### src/rtl/stream_fifo_ram_ctrl_pkg.sv
// Shared sizing helpers for the RAM-backed stream FIFO.
// Pointers carry one extra wrap bit so full and empty are distinguishable.
package stream_fifo_ram_ctrl_pkg;

  localparam int unsigned OutBufDepth = 2;

  function automatic int unsigned addr_width(int unsigned depth);
    return $clog2(depth);
  endfunction

  function automatic int unsigned ptr_width(int unsigned depth);
    return $clog2(depth) + 1;
  endfunction

endpackage

### src/rtl/Ram_1w_1rs.sv
// One-write / one-read synchronous RAM with per-lane write mask and registered read.
// Read-under-write to the same address returns undefined data.
module Ram_1w_1rs #(
  parameter int unsigned wordCount   = 16,
  parameter int unsigned wordWidth   = 32,
  parameter int unsigned wrMaskWidth = 1,
  parameter int unsigned addrWidth   = $clog2(wordCount)
) (
  input  logic                   wr_clk,
  input  logic                   wr_en,
  input  logic [wrMaskWidth-1:0] wr_mask,
  input  logic [addrWidth-1:0]   wr_addr,
  input  logic [wordWidth-1:0]   wr_data,
  input  logic                   rd_clk,
  input  logic                   rd_en,
  input  logic [addrWidth-1:0]   rd_addr,
  output logic [wordWidth-1:0]   rd_data
);

  localparam int unsigned LaneWidth = wordWidth / wrMaskWidth;

  logic [wordWidth-1:0] mem [wordCount];

  always_ff @(posedge wr_clk) begin
    for (int unsigned i = 0; i < wrMaskWidth; i++) begin
      if (wr_en && wr_mask[i]) begin
        mem[wr_addr][i*LaneWidth +: LaneWidth] <= wr_data[i*LaneWidth +: LaneWidth];
      end
    end
  end

  always_ff @(posedge rd_clk) begin
    if (rd_en) begin
      rd_data <= mem[rd_addr];
    end
  end

endmodule

### src/rtl/stream_fifo_ram_ctrl.sv
// Valid/ready FIFO storing entries in a synchronous RAM, with a 2-entry output
// buffer that hides the 1-cycle read latency so one push and one pop per cycle are sustained.
module stream_fifo_ram_ctrl
  import stream_fifo_ram_ctrl_pkg::*;
#(
  parameter int unsigned DEPTH = 16,
  parameter int unsigned WIDTH = 32
) (
  input  logic                         clk,
  input  logic                         reset,
  input  logic                         push_valid,
  output logic                         push_ready,
  input  logic [WIDTH-1:0]             push_payload,
  output logic                         pop_valid,
  input  logic                         pop_ready,
  output logic [WIDTH-1:0]             pop_payload,
  input  logic                         flush,
  output logic [ptr_width(DEPTH)-1:0]  occupancy
);

  localparam int unsigned AW = addr_width(DEPTH);
  localparam int unsigned PW = ptr_width(DEPTH);
  localparam logic [PW-1:0] FullCount = PW'(DEPTH);

  logic [PW-1:0]    wr_ptr_q, rd_ptr_q, occ_q, ram_count;
  logic [1:0]       out_count_q, out_count_d;
  logic             rd_pending_q;
  logic [WIDTH-1:0] buf_q [OutBufDepth];
  logic [WIDTH-1:0] buf_d [OutBufDepth];
  logic [WIDTH-1:0] rd_data;
  logic             push_fire, pop_fire, rd_issue;
  logic [2:0]       rd_slots;

  // ram_count excludes this cycle's write, so a read never targets the word being written.
  assign ram_count   = wr_ptr_q - rd_ptr_q;
  assign push_ready  = (occ_q != FullCount) && !flush;
  assign push_fire   = push_valid && push_ready;
  assign pop_valid   = (out_count_q != 2'd0);
  assign pop_fire    = pop_valid && pop_ready;
  assign pop_payload = buf_q[0];
  assign occupancy   = occ_q;

  // Buffer slots already claimed after this cycle's pop, counting the read in flight.
  assign rd_slots = {1'b0, out_count_q} + {2'b00, rd_pending_q} - {2'b00, pop_fire};
  assign rd_issue = (ram_count != '0) && (rd_slots < 3'd2);

  always_comb begin
    buf_d       = buf_q;
    out_count_d = out_count_q;
    if (pop_fire) begin
      buf_d[0]    = buf_q[1];
      out_count_d = out_count_q - 2'd1;
    end
    if (rd_pending_q) begin
      if (out_count_d == 2'd0) begin
        buf_d[0] = rd_data;
      end else begin
        buf_d[1] = rd_data;
      end
      out_count_d = out_count_d + 2'd1;
    end
  end

  always_ff @(posedge clk) begin
    if (reset || flush) begin
      wr_ptr_q     <= '0;
      rd_ptr_q     <= '0;
      out_count_q  <= '0;
      rd_pending_q <= 1'b0;
      occ_q        <= '0;
    end else begin
      if (push_fire) begin
        wr_ptr_q <= wr_ptr_q + 1'b1;
      end
      if (rd_issue) begin
        rd_ptr_q <= rd_ptr_q + 1'b1;
      end
      rd_pending_q <= rd_issue;
      out_count_q  <= out_count_d;
      case ({push_fire, pop_fire})
        2'b10:   occ_q <= occ_q + 1'b1;
        2'b01:   occ_q <= occ_q - 1'b1;
        default: occ_q <= occ_q;
      endcase
    end
  end

  // Payload storage needs no reset; out_count_q qualifies it.
  always_ff @(posedge clk) begin
    buf_q <= buf_d;
  end

  Ram_1w_1rs #(
    .wordCount  (DEPTH),
    .wordWidth  (WIDTH),
    .wrMaskWidth(1)
  ) u_ram (
    .wr_clk (clk),
    .wr_en  (push_fire),
    .wr_mask(1'b1),
    .wr_addr(wr_ptr_q[AW-1:0]),
    .wr_data(push_payload),
    .rd_clk (clk),
    .rd_en  (rd_issue),
    .rd_addr(rd_ptr_q[AW-1:0]),
    .rd_data(rd_data)
  );

endmodule

### config.mk
export PLATFORM = sky130hd
export DESIGN_NAME = stream_fifo_ram_ctrl
export DESIGN_NICKNAME = d
export VERILOG_FILES = /design/src/rtl/stream_fifo_ram_ctrl_pkg.sv /design/src/rtl/Ram_1w_1rs.sv /design/src/rtl/stream_fifo_ram_ctrl.sv
export SDC_FILE = /design/constraint.sdc
export NUM_CORES = 1
export LEC_CHECK = 0
export CAP_MARGIN = 20
export CORE_MARGIN = 2
export CORE_UTILIZATION = 61
export CTS_BUF_LIST = sky130_fd_sc_hd__clkbuf_4 sky130_fd_sc_hd__clkbuf_8
export DETAILED_ROUTE_END_ITERATION = 8
export GPL_TIMING_DRIVEN = 0
export PLACE_DENSITY_LB_ADDON = 0.1
export SETUP_SLACK_MARGIN = 0.05
export SLEW_MARGIN = 20
export SYNTH_ARGS = -nofsm -noshare
export SYNTH_HDL_FRONTEND = slang
export SYNTH_HIERARCHICAL = 1
export SYNTH_SLANG_ARGS = --single-unit
export TNS_END_PERCENT = 5
### constraint.sdc
create_clock -name clk -period 8.1 [get_ports clk]
set_input_delay 0.81 -clock clk [delete_from_list [all_inputs] [get_ports clk]]
set_output_delay 0.81 -clock clk [all_outputs]
set_load 0.02 [all_outputs]
**Yosys cells after proc, flatten, opt, wreduce, memory -nomap -nowiden**

Memory sizes are Yosys's and may differ from the RTL's. A register that Yosys moved wholly into a read port is not among the register bits.
Index checks and enable logic that the tools add are counted.

- Equality and inequality tests: 3
- Muxes and demuxes: 9
- Bitwise gates (word level): 1
- $lt $le $gt $ge: 1
- Reductions and logical operators: 11
- $add $sub $neg: 9

Operators with widths:

| operator | number |
|---|---|
| two-way mux 32 bit | 3 |
| two-way mux 64 bit | 1 |
| adder 5 x 1 -> 5 bit, second input constant | 3 |
| case mux 5 bit (2 select lines) | 1 |
| inequality test 5 bit, second input constant | 1 |
| nonzero test 5 bit | 1 |
| subtractor 5 x 1 -> 5 bit, second input constant | 1 |
| subtractor 5 bit | 1 |
| logical AND 1 bit | 4 |
| two-way mux 2 bit | 2 |
| nonzero test 2 bit | 2 |
| adder 2 x 1 -> 3 bit | 1 |
| < comparator 3 x 2 -> 1 bit, second input constant | 1 |
| subtractor 3 x 1 -> 3 bit | 1 |
| adder 2 x 1 -> 2 bit, second input constant | 1 |
| equality test 2 x 1 -> 1 bit, second input constant | 1 |
| equality test 2 bit, second input constant | 1 |
| logical NOT 2 bit | 1 |
| two-way mux 1 bit | 2 |
| AND reduction 2 bit | 1 |
| subtractor 2 x 1 -> 2 bit, second input constant | 1 |
| logical NOT 1 bit | 1 |
| logical OR 1 bit | 1 |
| inverter 1 bit | 1 |

- Memories kept: 1
- Memory bits (writable): 512
- Output and inout bits: 39
- Bits of input ports: 37
- Bits in registers: 82

Memory list:

| name | depth | bits a word | read ports | clocked after memory_dff | write ports | line | RTL |
|---|---|---|---|---|---|---|---|
| u_ram.mem | 16 | 32 | 1 | 1 | 1 | Ram_1w_1rs.sv:22 | `logic [wordWidth-1:0] mem [wordCount];` |

**Logic depth before layout (Yosys ltp)**

- Depth after elaboration: 6
- Depth in mapped cells: 14
- Mapped depth without buffers: 11

**Cells and area by module**

Netlist, hierarchy kept.

Modules (own cells, without submodules):

| module | seq. area each (µm²) | area each (µm²) | times used | cells an instance |
|---|---|---|---|---|
| Ram_1w_1rs | 16335.7 | 20160.6 | 1 | 839 |
| stream_fifo_ram_ctrl | 1961.9 | 3619.7 | 1 | 336 |

**Worst setup path after synthesis**

No wires, ideal clock.

- Path type: input-to-reg
- From: in flush
- To: mem u_ram.mem[0][0], enable pin
- Setup time: 0.461 ns
- Path buffers: 0
- Arrival time: 4.191 ns
- Setup slack: 3.448 ns
- Required time: 7.639 ns
- Stages: 6
- Cell sequence: a21oi_1 > nand2_1 > inv_1 > nand2_1 > or3_1 > nor3_1

- Word-level cells in the longest chain between the ends: 5

RTL lines:

| element | line | RTL |
|---|---|---|
| start, declared | stream_fifo_ram_ctrl.sv:17 | `input logic flush,` |
| logical NOT 1 bit | stream_fifo_ram_ctrl.sv:36 | `assign push_ready = (occ_q != FullCount) && !flush;` |
| logical AND 1 bit | stream_fifo_ram_ctrl.sv:36 |  |
| logical AND 1 bit | stream_fifo_ram_ctrl.sv:37 | `assign push_fire = push_valid && push_ready;` |
| net push_fire | stream_fifo_ram_ctrl.sv:31 | `logic push_fire, pop_fire, rd_issue;` |
| two-way mux 1 bit | Ram_1w_1rs.sv:26 | `if (wr_en && wr_mask[i]) begin` |
| two-way mux 1 bit (implied by the code) | Ram_1w_1rs.sv:27 | `mem[wr_addr][i*LaneWidth +: LaneWidth] <= wr_data[i*LaneWidth +: LaneWidth];` |
| end, declared | Ram_1w_1rs.sv:22 |  |

The timed path passes the listed nets, and every way through them passes these cells.

**Final worst setup path**

- From: in pop_ready
- To: reg rd_ptr_q[4]

- Word-level cells in the longest chain between the ends: 4

RTL lines:

| element | line | RTL |
|---|---|---|
| start, declared | stream_fifo_ram_ctrl.sv:15 | `input logic pop_ready,` |
| logical AND 1 bit | stream_fifo_ram_ctrl.sv:39 | `assign pop_fire = pop_valid && pop_ready;` |
| subtractor 3 x 1 -> 3 bit | stream_fifo_ram_ctrl.sv:44 | `assign rd_slots = {1'b0, out_count_q} + {2'b00, rd_pending_q} - {2'b00, pop_fire};` |
| < comparator 3 x 2 -> 1 bit | stream_fifo_ram_ctrl.sv:45 | `assign rd_issue = (ram_count != '0) && (rd_slots < 3'd2);` |
| logical AND 1 bit | stream_fifo_ram_ctrl.sv:45 |  |
| end signal, assigned | stream_fifo_ram_ctrl.sv:76 | `rd_ptr_q <= rd_ptr_q + 1'b1;` |
| end, declared | stream_fifo_ram_ctrl.sv:25 | `logic [PW-1:0] wr_ptr_q, rd_ptr_q, occ_q, ram_count;` |

No other way between the ends.
A chain may end at the register's enable or synchronous reset.

==> impl_metrics.ini <==
[status]
run_status = complete, no violations

[die]
start_util = 0.617
rows = 72
dieArea_um2 = 40600
io_pins = 76
design.core.area_um2 = 38600
die_w_um = 201
fp.dieH_um = 201

[setup_path]
critPathBufInv = 4
endpoint_kind = flip-flop
path_cells = clkdlybuf4s50_1, nor2b_1, clkbuf_1, buf_2, ha_1, nor2_1, fa_1, nand2b_1, buf_6, or4_1, or3_1, a21oi_1
arrival_ns = 4.23
critPathTopFamily = buffers and inverters
worstSetupPathType = primary input to flip-flop
critPathSlowestCell = clkdlybuf4s50_1
cpPeakStageDelay_ns = 0.45
worstPathRequired_ns = 8.67
crit_path_start_kind = primary input
critPathMaxFanout = 11

[worst_hold_path]
hold_class = flip-flop to flip-flop

[placement]
port_buffers = 75
placed_area_um2 = 25900
gp_routability_congestion = 0.744
place_hpwl_mm = 31.1

[job]
maxCapViolCount = 0

[clock_network]
cts_buffers = 96
cts-htree-levels = 3
path_clk_slew_ns = 0.06
ctsResizeCount = 0
clk_latency_ns = 0.65
cts_buffer_depth = 3
cts_setup_buffers = 0
hold_buffers = 0
root_buffer = clkbuf_8
clock-sinks = 626
cts_tree = done

[logic_synthesis]
synth_top_family_by_area = multiplexers
ys.flop_type = edfxtp_1
yosysMostFrequentCell = edfxtp_1
synth_compound_area_frac = 0.0323
ys_top_cells_by_count = edfxtp_1 (576), mux4_2 (128), nand2_1 (70)
synthMuxAreaShare = 0.136
synth-edff-count = 576
synth-seq-cells = 626
yosys.area_share.adder = 0.00852
syn_area_per_cell_um2 = 20.2
synth-simple-area-share = 0.0258
synthesis.area_um2 = 23800
synthArstFlopShare = 0
synthCells = 1175
ys_seq_area_frac = 0.769
synth_xor_area_frac = 0.00405
synth_top_area_frac = 0.727
yosys-top-cells-area = edfxtp_1 (73%), mux4_2 (12%), dfxtp_1 (4.2%)
yosysTopAreaCell = edfxtp_1
ys_types = 41
synth_warnings = 6

[sta]
slew_viol_final = 0
worst_pin_slew_ns = 0.853
finalSetupViolCount = 0
fmax_mhz = 274
hold_viol = 0
maxSlewHeadroom = 0.432
rsz0062_at_grt = false
timing.final.crit_share = 0.451
timing.hold.ws_ns = 0.449
finalSetupTns_ns = 0
min_period_ns = 3.66
fin_skew_ns = 0.0221

[layout]
area_growth_pct = 16.9
num_antenna_cells = 0
final_util = 0.721
post_route_cells_drive_above_1_share = 0.270
nFillCells = 2353
finalNetCount = 1439
post-route-cell-area_um2 = 27800

[route]
dr.pass1.iters = 5
drcViolationCount = 0
viasPerCell = 5.98
ant_nets = 0
detail_route.iter0.violations = 1068
wl_per_cell_um = 24.4
vias = 11800
drt-total-wl_mm = 48.3

[pwr]
max-vdd-ir-drop_v = 0.000147
p_total_mw = 7.00
total_leakage_power_nw = 8.82
p_per_area_nw_per_um2 = 252

[global_route]
antenna_found_initial = 2
grt_usage = 0.246
overflow = 0
grt_pass1_wl_mm = 72.8
grt_max_degree = 29
grt_pass1_vias = 12100
layer usage:
| metal | global-route usage | vias up | share of wire |
|---|---|---|---|
| li1 | - | 5179 | - |
| met1 | 0.339 | 6090 | 0.40 |
| met2 | 0.402 | 465 | 0.50 |
| met3 | 0.0544 | 67 | 0.081 |
| met4 | 0.0717 | 2 | 0.016 |
| met5 | 0 | - | 0.00027 |
layout by cell type, fill, tap and decap left out, types with 4 or more instances in the layout:
cell / instances
clkbuf_8: 102
buf_4: 55
nand2_1: 70
xor2_1: 5
edfxtp_1: 576
dfxtp_1: 50
a21oi_1: 11
xnor2_1: 6
mux2i_1: 33
ha_1: 13
nor3_2: 4
mux4_2: 128
clkinv_2: 4
o31ai_1: 4
nor2_1: 14
buf_12: 10
buf_16: 7
nor2b_1: 5
or4_1: 4
o21ai_0: 36
buf_2: 10
clkbuf_1: 36
clkbuf_4: 44
buf_6: 6
nor2_4: 14
conb_1: 4
a22oi_1: 64
bufinv_16: 4
clkdlybuf4s50_1: 75
clkinv_1: 12
inv_1: 15
cell families (layout without fill, tap and decap cells):
family	Yosys count	in the layout
other	1	4
buffers and inverters	106	385
and+or+nand+nor	136	136
DFF	626	626
xor gates and xnor gates	11	11
AOI/OAI and AO/OA	118	118
muxes	162	162
adders and majority gates	15	15
area by class of cell:
type                    instances  area, um2  area share
well taps                     518        648      0.0233
plain buffers                  91        517      0.0186
inverters                      15       56.3     0.00202
clock buffers                 146       1730      0.0624
clock inverters                22        201     0.00724
repair buffers                111       1310      0.0469
flip-flops and latches        626      18300       0.658
multi-input cells             446       5050       0.181
flip-flops by register name, indices dropped and copies added (netlist names):
register	flops
buf_q	32
pop_payload	32
rd_pending_q	1
occupancy	5
out_count_q	2
u_ram/rd_data	32
rd_ptr_q	5
u_ram/mem	512
wr_ptr_q	5
path summary, 6_finish.rpt:
kind         slack [ns]  depth (start not counted)                        to                         from
min                0.45                          0       buf_q[26]$_DFFE_PP_  u_ram/rd_data[26]$_DFFE_PP_
max                4.44                         12  rd_ptr_q[4]$_SDFFE_PP0P_                    pop_ready
max reg2reg        4.45                         13  rd_ptr_q[4]$_SDFFE_PP0P_    out_count_q[1]$_SDFF_PP0_
min reg2reg        0.45                          0       buf_q[26]$_DFFE_PP_  u_ram/rd_data[26]$_DFFE_PP_
metrics by stage:
stage | std cells | worst slack (ns)
2_1_floorplan | 1178 | 3.45
3_3_place_gp | 1771 | 0.837
3_5_place_dp | 1807 | 3.73
4_1_cts | 1975 | 4.38
5_1_grt | 1975 | 4.17
6_report | 1975 | 4.44
power breakdown:
| group | leakage (nW) | total (mW) | internal [mW] | switching, mW |
|---|---|---|---|---|
| clock network | 1.03 | 2.62 | 1.48 | 1.13 |
| logic | 2.18 | 0.683 | 0.364 | 0.319 |
| registers | 5.60 | 3.70 | 3.65 | 0.0555 |
| total | 8.82 | 7.00 | 5.50 | 1.51 |
Power figures use the tool's default switching activity.
